$ cat src/rtl/mcr_input_pkg.sv
// -----------------------------------------------------------------------------
// mcr_input_pkg
// Shared definitions for the MCR2 rotary input path.
//   ANGLE_W_DEF  : default rotary angle width
//   rot_state_t  : button-mode rotation state (IDLE / CW / CCW)
//   sat_add7     : 7-bit step increment that saturates at a ceiling
// -----------------------------------------------------------------------------
package mcr_input_pkg;

    localparam int ANGLE_W_DEF = 8;

    typedef enum logic [1:0] {
        ROT_IDLE = 2'd0,
        ROT_CW   = 2'd1,
        ROT_CCW  = 2'd2
    } rot_state_t;

    // The sum is formed one bit wider than the operands, so step+accel can
    // never wrap before it is compared against the ceiling.
    function automatic logic [6:0] sat_add7(
        input logic [6:0] step,
        input logic [6:0] accel,
        input logic [6:0] step_max
    );
        logic [7:0] sum;
        sum = {1'b0, step} + {1'b0, accel};
        if (sum > {1'b0, step_max}) begin
            return step_max;
        end
        return sum[6:0];
    endfunction

endpackage

$ cat src/rtl/edge_rise.sv
// -----------------------------------------------------------------------------
// edge_rise
// Registers a W-bit bus twice and flags the bits whose registered sample is
// high while the previous sample was low.
//   clk, reset : clock and synchronous active-high reset (history cleared)
//   i_d        : synchronous input bus
//   o_rise     : one-cycle rising-edge flags, one per bit
// -----------------------------------------------------------------------------
module edge_rise #(
    parameter int W = 3
) (
    input  logic         clk,
    input  logic         reset,
    input  logic [W-1:0] i_d,
    output logic [W-1:0] o_rise
);

    logic [W-1:0] r_cur;
    logic [W-1:0] r_prev;

    always_ff @(posedge clk) begin
        if (reset) begin
            r_cur  <= '0;
            r_prev <= '0;
        end else begin
            r_cur  <= i_d;
            r_prev <= r_cur;
        end
    end

    assign o_rise = r_cur & ~r_prev;

endmodule

$ cat src/rtl/rotary_input_emu.sv
// -----------------------------------------------------------------------------
// rotary_input_emu
// Turns rotate requests into a free-running rotary angle for the MCR2 spinner
// inputs. Button mode accelerates the per-frame step while a direction is
// held; spinner mode counts discrete plus/minus pulses.
//   clk, reset   : system clock, synchronous active-high reset
//   minus, plus  : rotate CCW / CW (held level or pulse source)
//   strobe       : frame strobe, rising edge marks a new frame
//   use_spinner  : 1 = pulse counting, 0 = accelerated buttons
//   spin_angle   : current angle, wraps modulo 2^ANGLE_W
//   moving       : angle changed since the last quiet frame
//   step_dbg     : current button-mode step
//   state_dbg    : button-mode FSM state (rot_state_t encoding)
// -----------------------------------------------------------------------------
module rotary_input_emu
    import mcr_input_pkg::*;
#(
    parameter int STEP_MAX   = 55,
    parameter int STEP_START = 1,
    parameter int ACCEL      = 1,
    parameter int ANGLE_W    = ANGLE_W_DEF
) (
    input  logic               clk,
    input  logic               reset,
    input  logic               minus,
    input  logic               plus,
    input  logic               strobe,
    input  logic               use_spinner,
    output logic [ANGLE_W-1:0] spin_angle,
    output logic               moving,
    output logic [6:0]         step_dbg,
    output logic [1:0]         state_dbg
);

    localparam logic [6:0]         LP_STEP_MAX   = 7'(STEP_MAX);
    localparam logic [6:0]         LP_STEP_START = 7'(STEP_START);
    localparam logic [6:0]         LP_ACCEL      = 7'(ACCEL);
    localparam logic [ANGLE_W-1:0] LP_ONE        = ANGLE_W'(1);

    // Edge detect for {strobe, plus, minus}
    logic [2:0] w_rise;
    logic       w_strobe_rise;
    logic       w_plus_rise;
    logic       w_minus_rise;

    edge_rise #(.W(3)) u_edge (
        .clk    (clk),
        .reset  (reset),
        .i_d    ({strobe, plus, minus}),
        .o_rise (w_rise)
    );

    assign w_strobe_rise = w_rise[2];
    assign w_plus_rise   = w_rise[1];
    assign w_minus_rise  = w_rise[0];

    rot_state_t         r_state;
    logic [6:0]         r_step;
    logic [ANGLE_W-1:0] r_angle;
    logic               r_moving;
    logic               r_seen;       // spinner pulse since the last strobe
    logic               r_mode_prev;

    rot_state_t         w_state_nxt;
    logic [6:0]         w_step_nxt;
    logic [ANGLE_W-1:0] w_angle_nxt;
    logic               w_moving_nxt;
    logic               w_seen_nxt;

    always_ff @(posedge clk) begin
        if (reset) begin
            r_state     <= ROT_IDLE;
            r_step      <= LP_STEP_START;
            r_angle     <= '0;
            r_moving    <= 1'b0;
            r_seen      <= 1'b0;
            // Track the current mode so leaving reset is not seen as a switch.
            r_mode_prev <= use_spinner;
        end else begin
            r_state     <= w_state_nxt;
            r_step      <= w_step_nxt;
            r_angle     <= w_angle_nxt;
            r_moving    <= w_moving_nxt;
            r_seen      <= w_seen_nxt;
            r_mode_prev <= use_spinner;
        end
    end

    always_comb begin
        w_state_nxt  = r_state;
        w_step_nxt   = r_step;
        w_angle_nxt  = r_angle;
        w_moving_nxt = r_moving;
        w_seen_nxt   = r_seen;

        if (use_spinner != r_mode_prev) begin
            // Mode change: restart the button machine, keep the angle.
            w_state_nxt = ROT_IDLE;
            w_step_nxt  = LP_STEP_START;
        end else if (use_spinner) begin
            w_state_nxt = ROT_IDLE;
            w_step_nxt  = LP_STEP_START;
            if (w_strobe_rise) begin
                if (!r_seen) begin
                    w_moving_nxt = 1'b0;
                end
                w_seen_nxt = 1'b0;
            end
            // Simultaneous plus and minus edges cancel.
            if (w_plus_rise && !w_minus_rise) begin
                w_angle_nxt  = r_angle + LP_ONE;
                w_moving_nxt = 1'b1;
                w_seen_nxt   = 1'b1;
            end else if (w_minus_rise && !w_plus_rise) begin
                w_angle_nxt  = r_angle - LP_ONE;
                w_moving_nxt = 1'b1;
                w_seen_nxt   = 1'b1;
            end
        end else if (w_strobe_rise) begin
            case ({plus, minus})
                2'b10: begin
                    w_step_nxt   = (r_state == ROT_CW) ?
                                   sat_add7(r_step, LP_ACCEL, LP_STEP_MAX) :
                                   LP_STEP_START;
                    w_state_nxt  = ROT_CW;
                    w_angle_nxt  = r_angle + ANGLE_W'(w_step_nxt);
                    w_moving_nxt = 1'b1;
                end
                2'b01: begin
                    w_step_nxt   = (r_state == ROT_CCW) ?
                                   sat_add7(r_step, LP_ACCEL, LP_STEP_MAX) :
                                   LP_STEP_START;
                    w_state_nxt  = ROT_CCW;
                    w_angle_nxt  = r_angle - ANGLE_W'(w_step_nxt);
                    w_moving_nxt = 1'b1;
                end
                default: begin
                    w_state_nxt  = ROT_IDLE;
                    w_step_nxt   = LP_STEP_START;
                    w_moving_nxt = 1'b0;
                end
            endcase
        end
    end

    assign spin_angle = r_angle;
    assign moving     = r_moving;
    assign step_dbg   = r_step;
    assign state_dbg  = r_state;

endmodule
$ cat config.mk
export PLATFORM = sky130hd
export DESIGN_NAME = rotary_input_emu
export DESIGN_NICKNAME = d
export VERILOG_FILES = /design/src/rtl/mcr_input_pkg.sv /design/src/rtl/edge_rise.sv /design/src/rtl/rotary_input_emu.sv
export SDC_FILE = /design/constraint.sdc
export NUM_CORES = 1
export LEC_CHECK = 0
export ABC_CLOCK_PERIOD_IN_PS = 6050
export BUFFER_PORTS_ARGS = -buffer_cell sky130_fd_sc_hd__buf_2
export CAP_MARGIN = 20
export CORE_MARGIN = 8
export CORE_UTILIZATION = 58
export DETAILED_ROUTE_END_ITERATION = 16
export PLACE_DENSITY = 0.83
export SYNTH_ARGS = -nofsm -noshare
export SYNTH_HDL_FRONTEND = slang
export SYNTH_SLANG_ARGS = --single-unit
export TNS_END_PERCENT = 100
$ cat constraint.sdc
create_clock -name clk -period 6.05 [get_ports clk]
set_input_delay 0.605 -clock clk [delete_from_list [all_inputs] [get_ports clk]]
set_output_delay 0.605 -clock clk [all_outputs]
set_load 0.005 [all_outputs]
==> impl_metrics.ini, run 1 <==
[sta]
max_slew_margin = 0.537
finalCritPeriodShare = 0.930
max_freq_mhz = 178
final_hold_viol_count = 0
slew_violations = 0
setup_viol = 0
tightestPinTransition_ps = 689
grt_setup_unrepaired = false
fin_setup_tns_ps = 0
fin_crit_ps = 5620
fin_ws_ps = 425
fin_skew_ps = 3.74

[detailed_routing]
drtIter0Drc = 207
wirelength_um = 4900
vias = 1995
drtAntennaViolNets = 0
dr.pass1.iters = 5
drc = 0
avgRoutedWirePerCell_um = 15.1
viasPerCell = 6.16

[finish]
syn2layout_area_growth_pct = 9.37
drive_gt1_frac = 0.126
final_cell_area_sq_um = 2250
final_cell_mix = 29 x nor2_1, 26 x dfxtp_1, 23 x buf_2
diodes = 0
stdcell_count = 324
nNetsFinal = 301
layout_commonest_cell = nor2_1
post-route-util = 0.669

[setup_path]
cp.arrival_ps = 5860
path_class = reg -> reg
rr_worst_depth = 21
cp_num_buf_inv = 0
critPathMostFrequentCell = ha_1
reg2reg_setup_slack_ps = 430
critPathTopFamily = compound AO/OA/AOI/OAI gates
worstPathMaxFanout = 11
crit_path_end_kind = register
start_kind = register
startpoint = step_dbg[0]$_SDFFE_PP1P_
crit_path_top_delay_cell = dfxtp_1
cp_cell_sequence = ha_1, a311oi_2, a31oi_1, nand3_1, nand2_1, nand2_1, ha_1, nor4b_1, o21ai_0, a31oi_1, o211ai_1, a21o_1, or2_1, xnor2_1, mux2i_1, ha_1, a2111o_1, a21boi_0, o311ai_1, o211ai_1, mux2_1
slowest_delay_ps = 580
r2r-end = spin_angle[7]$_SDFFE_PP0P_
cp.required_ps = 6280
reg2reg_from = step_dbg[0]$_SDFFE_PP1P_

[synth]
synth_xor_area_frac = 0.0554
synthFlopType = dfxtp_1
synth_fa_ha_area_frac = 0.101
synth-seq-cells = 26
synth-async-reset-ratio = 0
synth_top_family_by_area = simple AND/OR/NAND/NOR gates
synth-edff-count = 0
ys_seq_area_frac = 0.253
synth.distinct_cells = 55
synthSimpleGateAreaFrac = 0.246
synth_warnings = 0
synth_area_sq_um = 2060
synth_mux_area_frac = 0.0554
syn_nets = 283
synth.avg_cell_area_sq_um = 7.88
synth-compound-area-share = 0.245
synth_cells = 261

[global_route]
antenna_found_initial = 0
grt_usage = 0.189
grt_start_max_net_pins = 20
grt_pass1_wl_um = 8620
grt_pass1_vias = 1915
grt_overflow_total = 0

[clock_network]
postCtsSetupBuffers = 0
cts-root-buf = clkbuf_4
cts_tree = yes
postCtsHoldBufs = 0
cts_buffers = 3
clockBufferDepth = 2
clock_sinks = 26
postCtsResizedCells = 0
clkTransAtPathRegs_ps = 150
htreeDepth = 1
clock_latency_ps = 320

[floorplanning]
die_y_um = 75.6
die-area_sq_um = 5710
fp-row-count = 21
core_area_sq_um = 3360
die_w_um = 75.6
floorplan.initialDensity = 0.612
num_io_pins = 24

[place]
port_buffers = 23
dp_hpwl_um = 3840
placed_cells = 320
gp_congestion = 1.00
place_worst_setup_slack_ps = 647
dpl_cell_area_sq_um = 2200

[status]
outcome = completed

[min_path]
min_to = u_edge.r_prev[1]$_SDFF_PP0_
holdPathStages = 1
min_from = u_edge.r_cur[1]$_SDFF_PP0_
hold_class = reg -> reg

[run]
cap_viol_max_count = 0

[power_and_ir_drop]
p_per_area_nw_per_um2 = 164
peakVddDrop_mv = 0.129
leakage_uw = 0.000947
cell families (layout without fill, tap and decap cells):
kind of cell	after synthesis	count (layout)
compound gates	74	74
xor+xnor	13	13
fa+ha+maj	16	16
buf+inv	24	41
flops	26	26
mux	11	11
simple gates	97	97
per-layer routing:
metal	wire (um)	track usage	vias to the layer above
li1	-	-	976
met1	2210	0.248	934
met2	2320	0.313	77
met3	305	0.0276	8
met4	57	0.0512	0
met5	0	0	-
Yosys cell counts (all sizes together), types with 2 or more instances:
library cell	instances	area share
xnor2	8	0.034
a22oi	3	0.011
or4	2	0.0073
nor2	29	0.053
and3	2	0.0061
nand3	6	0.021
a311oi	2	0.012
a211o	3	0.013
or3	3	0.0091
mux2	3	0.016
nor2b	8	0.024
nor3	4	0.0097
or2	2	0.0061
a31oi	8	0.024
a21oi	17	0.047
and4	2	0.0085
o21bai	3	0.011
o211ai	6	0.022
ha	15	0.091
buf	4	0.0085
a211oi	3	0.011
clkbuf	8	0.015
nand2b	11	0.033
o21a	2	0.0073
o21ai	13	0.032
mux2i	8	0.039
inv	12	0.022
xor2	5	0.021
nand2	21	0.038
dfxtp	26	0.25
a21o	5	0.018
final cells by class:
class                      count  area (sq um)
clock buffer                   3          22.5
clock inverter                 1          30.0
fill                         329          1110
inverter                      12          45.0
multi-input combinational    211          1440
sequential                    26           520
tap                           46          57.6
timing repair buffer          25           130
sequential cells by signal, summed over array words and instances, names as in the netlist:
name / cells
u_edge.r_cur: 3
u_edge.r_prev: 3
step_dbg: 7
state_dbg: 2
r_seen: 1
moving: 1
r_mode_prev: 1
spin_angle: 8
through the flow:
step	hold WS [ps]	total power [uW]
after detailed placement	462	251
after global routing	470	387
final	476	369
after floorplan	439	235
after global placement	451	249
after CTS	477	372
worst max-delay path by stage:
stage | slack (ps) | depth (start not counted) | endpoint
2_1_floorplan | 1390 | 20 | spin_angle[7]$_SDFFE_PP0P_
3_3_place_gp | 710 | 22 | spin_angle[7]$_SDFFE_PP0P_
3_5_place_dp | 650 | 21 | spin_angle[7]$_SDFFE_PP0P_
4_1_cts | 550 | 21 | spin_angle[7]$_SDFFE_PP0P_
5_1_grt | 80 | 21 | spin_angle[7]$_SDFFE_PP0P_
6_report | 430 | 21 | spin_angle[7]$_SDFFE_PP0P_
where the power goes:
part / internal, uW / switching [uW]
Sequential: 177 / 4.05
Combinational: 29.0 / 37.5
Clock: 67.0 / 54.2
Total: 273 / 95.8
Power figures use the tool's default switching activity.
==> inputs of run 2 (changes only) <==
ABC_AREA = 1   (was not set)
CTS_CLUSTER_DIAMETER = 30   (was not set)
PLACE_DENSITY = 0.84   (was 0.83)
==> run 2 against run 1 <==
Sequential share of layout area grew 1.8 points. Sequential cell count is the same. Clock skew grew 8.2 ps. First-iteration DRC count shrank 43%. Power shrank 6.1%. Setup slack gained 1600 ps. Clock-buffer cell count grew 1. Global-route usage shrank 3.6 points. Critical path depth grew 8. Synthesized cell count grew 11%. Via count shrank 6.7%.
==> impl_metrics.ini, run 2 <==
[setup_path]
reg2reg_from = step_dbg[0]$_SDFFE_PP1P_
cp.depth = 29
slowest_delay_ps = 490
critPathMostFrequentCell = nor2_1
critPathTopFamily = simple AND/OR/NAND/NOR gates
rr_worst_depth = 29
worstPathMaxFanout = 8
crit_path_end = spin_angle[7]$_SDFFE_PP0P_
cp.arrival_ps = 4310
cp.required_ps = 6300
start_kind = register
cp_num_buf_inv = 5
crit_path_top_delay_cell = dfxtp_1
r2r-end = spin_angle[7]$_SDFFE_PP0P_
path_class = reg -> reg
reg2reg_setup_slack_ps = 2000
startpoint = step_dbg[0]$_SDFFE_PP1P_
crit_path_end_kind = register

[synth]
synth-compound-area-share = 0.139
synth_top_family_by_area = simple AND/OR/NAND/NOR gates
ys_seq_area_frac = 0.274
synthFlopType = dfxtp_1
synth-async-reset-ratio = 0
synth_xor_area_frac = 0.0230
synth_mux_area_frac = 0
synth_top_area_cell = dfxtp_1
synth_cells = 291
synth.distinct_cells = 31
synth_area_leaders = dfxtp_1 27%, nand2_1 13%, ha_1 9.9%
synth_area_sq_um = 1900
synth_warnings = 0
synth_top_area_share = 0.274
synth_fa_ha_area_frac = 0.109
yosysMostFrequentCell = nand2_1
synth-edff-count = 0
synthSimpleGateAreaFrac = 0.348
syn_nets = 313
synth-seq-cells = 26
synthTopCellsByCount = 64 x nand2_1, 44 x inv_1, 39 x nor2_1
synth.avg_cell_area_sq_um = 6.54

[power_and_ir_drop]
seq_power_share = 0.529
power.internal_uw = 244
p_sw_uw = 103
peakVddDrop_mv = 0.112
pwr-share-comb = 0.208
switching_share = 0.297
finalPower_uw = 347
p_per_area_nw_per_um2 = 166
leakage_uw = 0.00109
clockPowerShare = 0.264

[sta]
max_freq_mhz = 247
grt_setup_unrepaired = false
final_hold_viol_count = 0
hold_ws_ps = 445
setup_viol = 0
slew_violations = 0
tightestPinTransition_ps = 822
fin_crit_ps = 4050
fin_setup_tns_ps = 0
max_slew_margin = 0.450
finalCritPeriodShare = 0.670
fin_skew_ps = 12.0

[detailed_routing]
viasPerCell = 5.19
drtIter0Drc = 117
drtAntennaViolNets = 0
avgRoutedWirePerCell_um = 11.0
dr.pass1.iters = 4
drc = 0
wirelength_um = 3950
vias = 1862

[finish]
final-seq-area_sq_um = 520
largest_register_ff_count = 8
fillers = 308
layout_commonest_cell = nand2_1
diodes = 0
final_cell_area_sq_um = 2080
nNetsFinal = 336
drive_gt1_frac = 0.150
multi_input_area_sq_um = 1180
post-route-util = 0.645
final_cell_mix = 64 x nand2_1, 44 x inv_1, 39 x nor2_1
syn2layout_area_growth_pct = 9.53

[global_route]
grt_pass1_wl_um = 6760
grt_pass1_vias = 1667
grt_start_max_net_pins = 16
antenna_found_initial = 0
grt_usage = 0.153
grt_overflow_total = 0

[floorplanning]
die_w_um = 73.3
die_y_um = 73.3
floorplan.initialDensity = 0.589
fp-row-count = 21
die-area_sq_um = 5370
num_io_pins = 24
core_area_sq_um = 3230

[place]
port_buffers = 23
gp_congestion = 0.905
dp_hpwl_um = 3090
dpl_cell_area_sq_um = 2050

[min_path]
hold_class = reg -> reg

[clock_network]
clock_latency_ps = 330
postCtsResizedCells = 0
cts_tree = yes
clock_sinks = 26
postCtsHoldBufs = 0
clockBufferDepth = 2
cts-root-buf = clkbuf_4
cts_buffers = 3
clkTransAtPathRegs_ps = 150
postCtsSetupBuffers = 0
htreeDepth = 1

[status]
outcome = completed

[run]
cap_viol_max_count = 0
==> run 2: cell count changes in the layout (fill, tap and decap cells not counted), moves of 5 or more <==
cell	previous run	this run
nand3_2	0	7
nand4_1	1	7
o21ai_0	12	19
nor2b_1	8	0
a21o_1	5	0
nand3_1	5	16
inv_1	12	44
mux2i_1	8	0
xnor2_1	8	3
a31oi_1	8	1
nand2_1	21	64
nand2b_1	11	0
nor2_1	29	39
==> run 2: worst reg2reg max path, delay by kind of cell, from the launching register on <==
family | cells | cell delay (ps)
adders and majority gates | 4 | 980
xor gates and xnor gates | 1 | 170
and+or+nand+nor | 16 | 1680
DFF | 1 | 490
AOI/OAI and AO/OA | 3 | 280
buffers and inverters | 5 | 390
==> run 2: cell type report <==
class | instances | area share
multi-input combinational | 213 | 0.565
clock buffer | 4 | 0.0174
sequential | 26 | 0.250
timing repair buffer | 23 | 0.0552
tap | 46 | 0.0276
inverter | 47 | 0.0846
==> run 2: how the worst min path moves through the flow <==
stage	from	end	slack [ps]	cells after the start
floorplan	u_edge.r_cur[0]$_SDFF_PP0_	u_edge.r_prev[0]$_SDFF_PP0_	410	2
finish	u_edge.r_cur[2]$_SDFF_PP0_	u_edge.r_prev[2]$_SDFF_PP0_	440	2
global route	u_edge.r_cur[2]$_SDFF_PP0_	u_edge.r_prev[2]$_SDFF_PP0_	460	2
CTS	u_edge.r_cur[2]$_SDFF_PP0_	u_edge.r_prev[2]$_SDFF_PP0_	450	2
global placement	u_edge.r_cur[2]$_SDFF_PP0_	u_edge.r_prev[2]$_SDFF_PP0_	420	2
detailed placement	u_edge.r_cur[2]$_SDFF_PP0_	u_edge.r_prev[2]$_SDFF_PP0_	430	2
==> run 2: power by group through the flow <==
| stage | logic, uW | registers (uW) | clock network (uW) |
|---|---|---|---|
| floorplan | 54.1 | 187 | 0 |
| global placement | 70.2 | 187 | 0 |
| detailed placement | 71.7 | 187 | 0 |
| CTS | 72.3 | 183 | 94.9 |
| global route | 83.5 | 184 | 101 |
| finish | 72.0 | 183 | 91.5 |
==> run 2: through the flow <==
step                      instances  setup slack (ps)
after floorplan                 291              2390
after global placement          355              2150
after detailed placement        355              2010
after CTS                       359              2000
after global routing            359              1570
final                           359              2000
==> run 2: logic make-up after synthesis <==
| logic type | after synthesis |
|---|---|
| XOR/XNOR | 5 |
| adder cells (fa/ha/maj) | 16 |
| AND/OR/NAND/NOR | 145 |
| AO/OA/AOI/OAI | 47 |
| buffers and inverters | 52 |
| flip-flops | 26 |
==> run 2: metal layers <==
layer / share of wire / GRT usage / wire length (um)
met5: 0 / 0 / 0
met4: 0.016 / 0.0556 / 62
met3: 0.050 / 0.0177 / 196
met2: 0.47 / 0.260 / 1860
met1: 0.46 / 0.193 / 1830
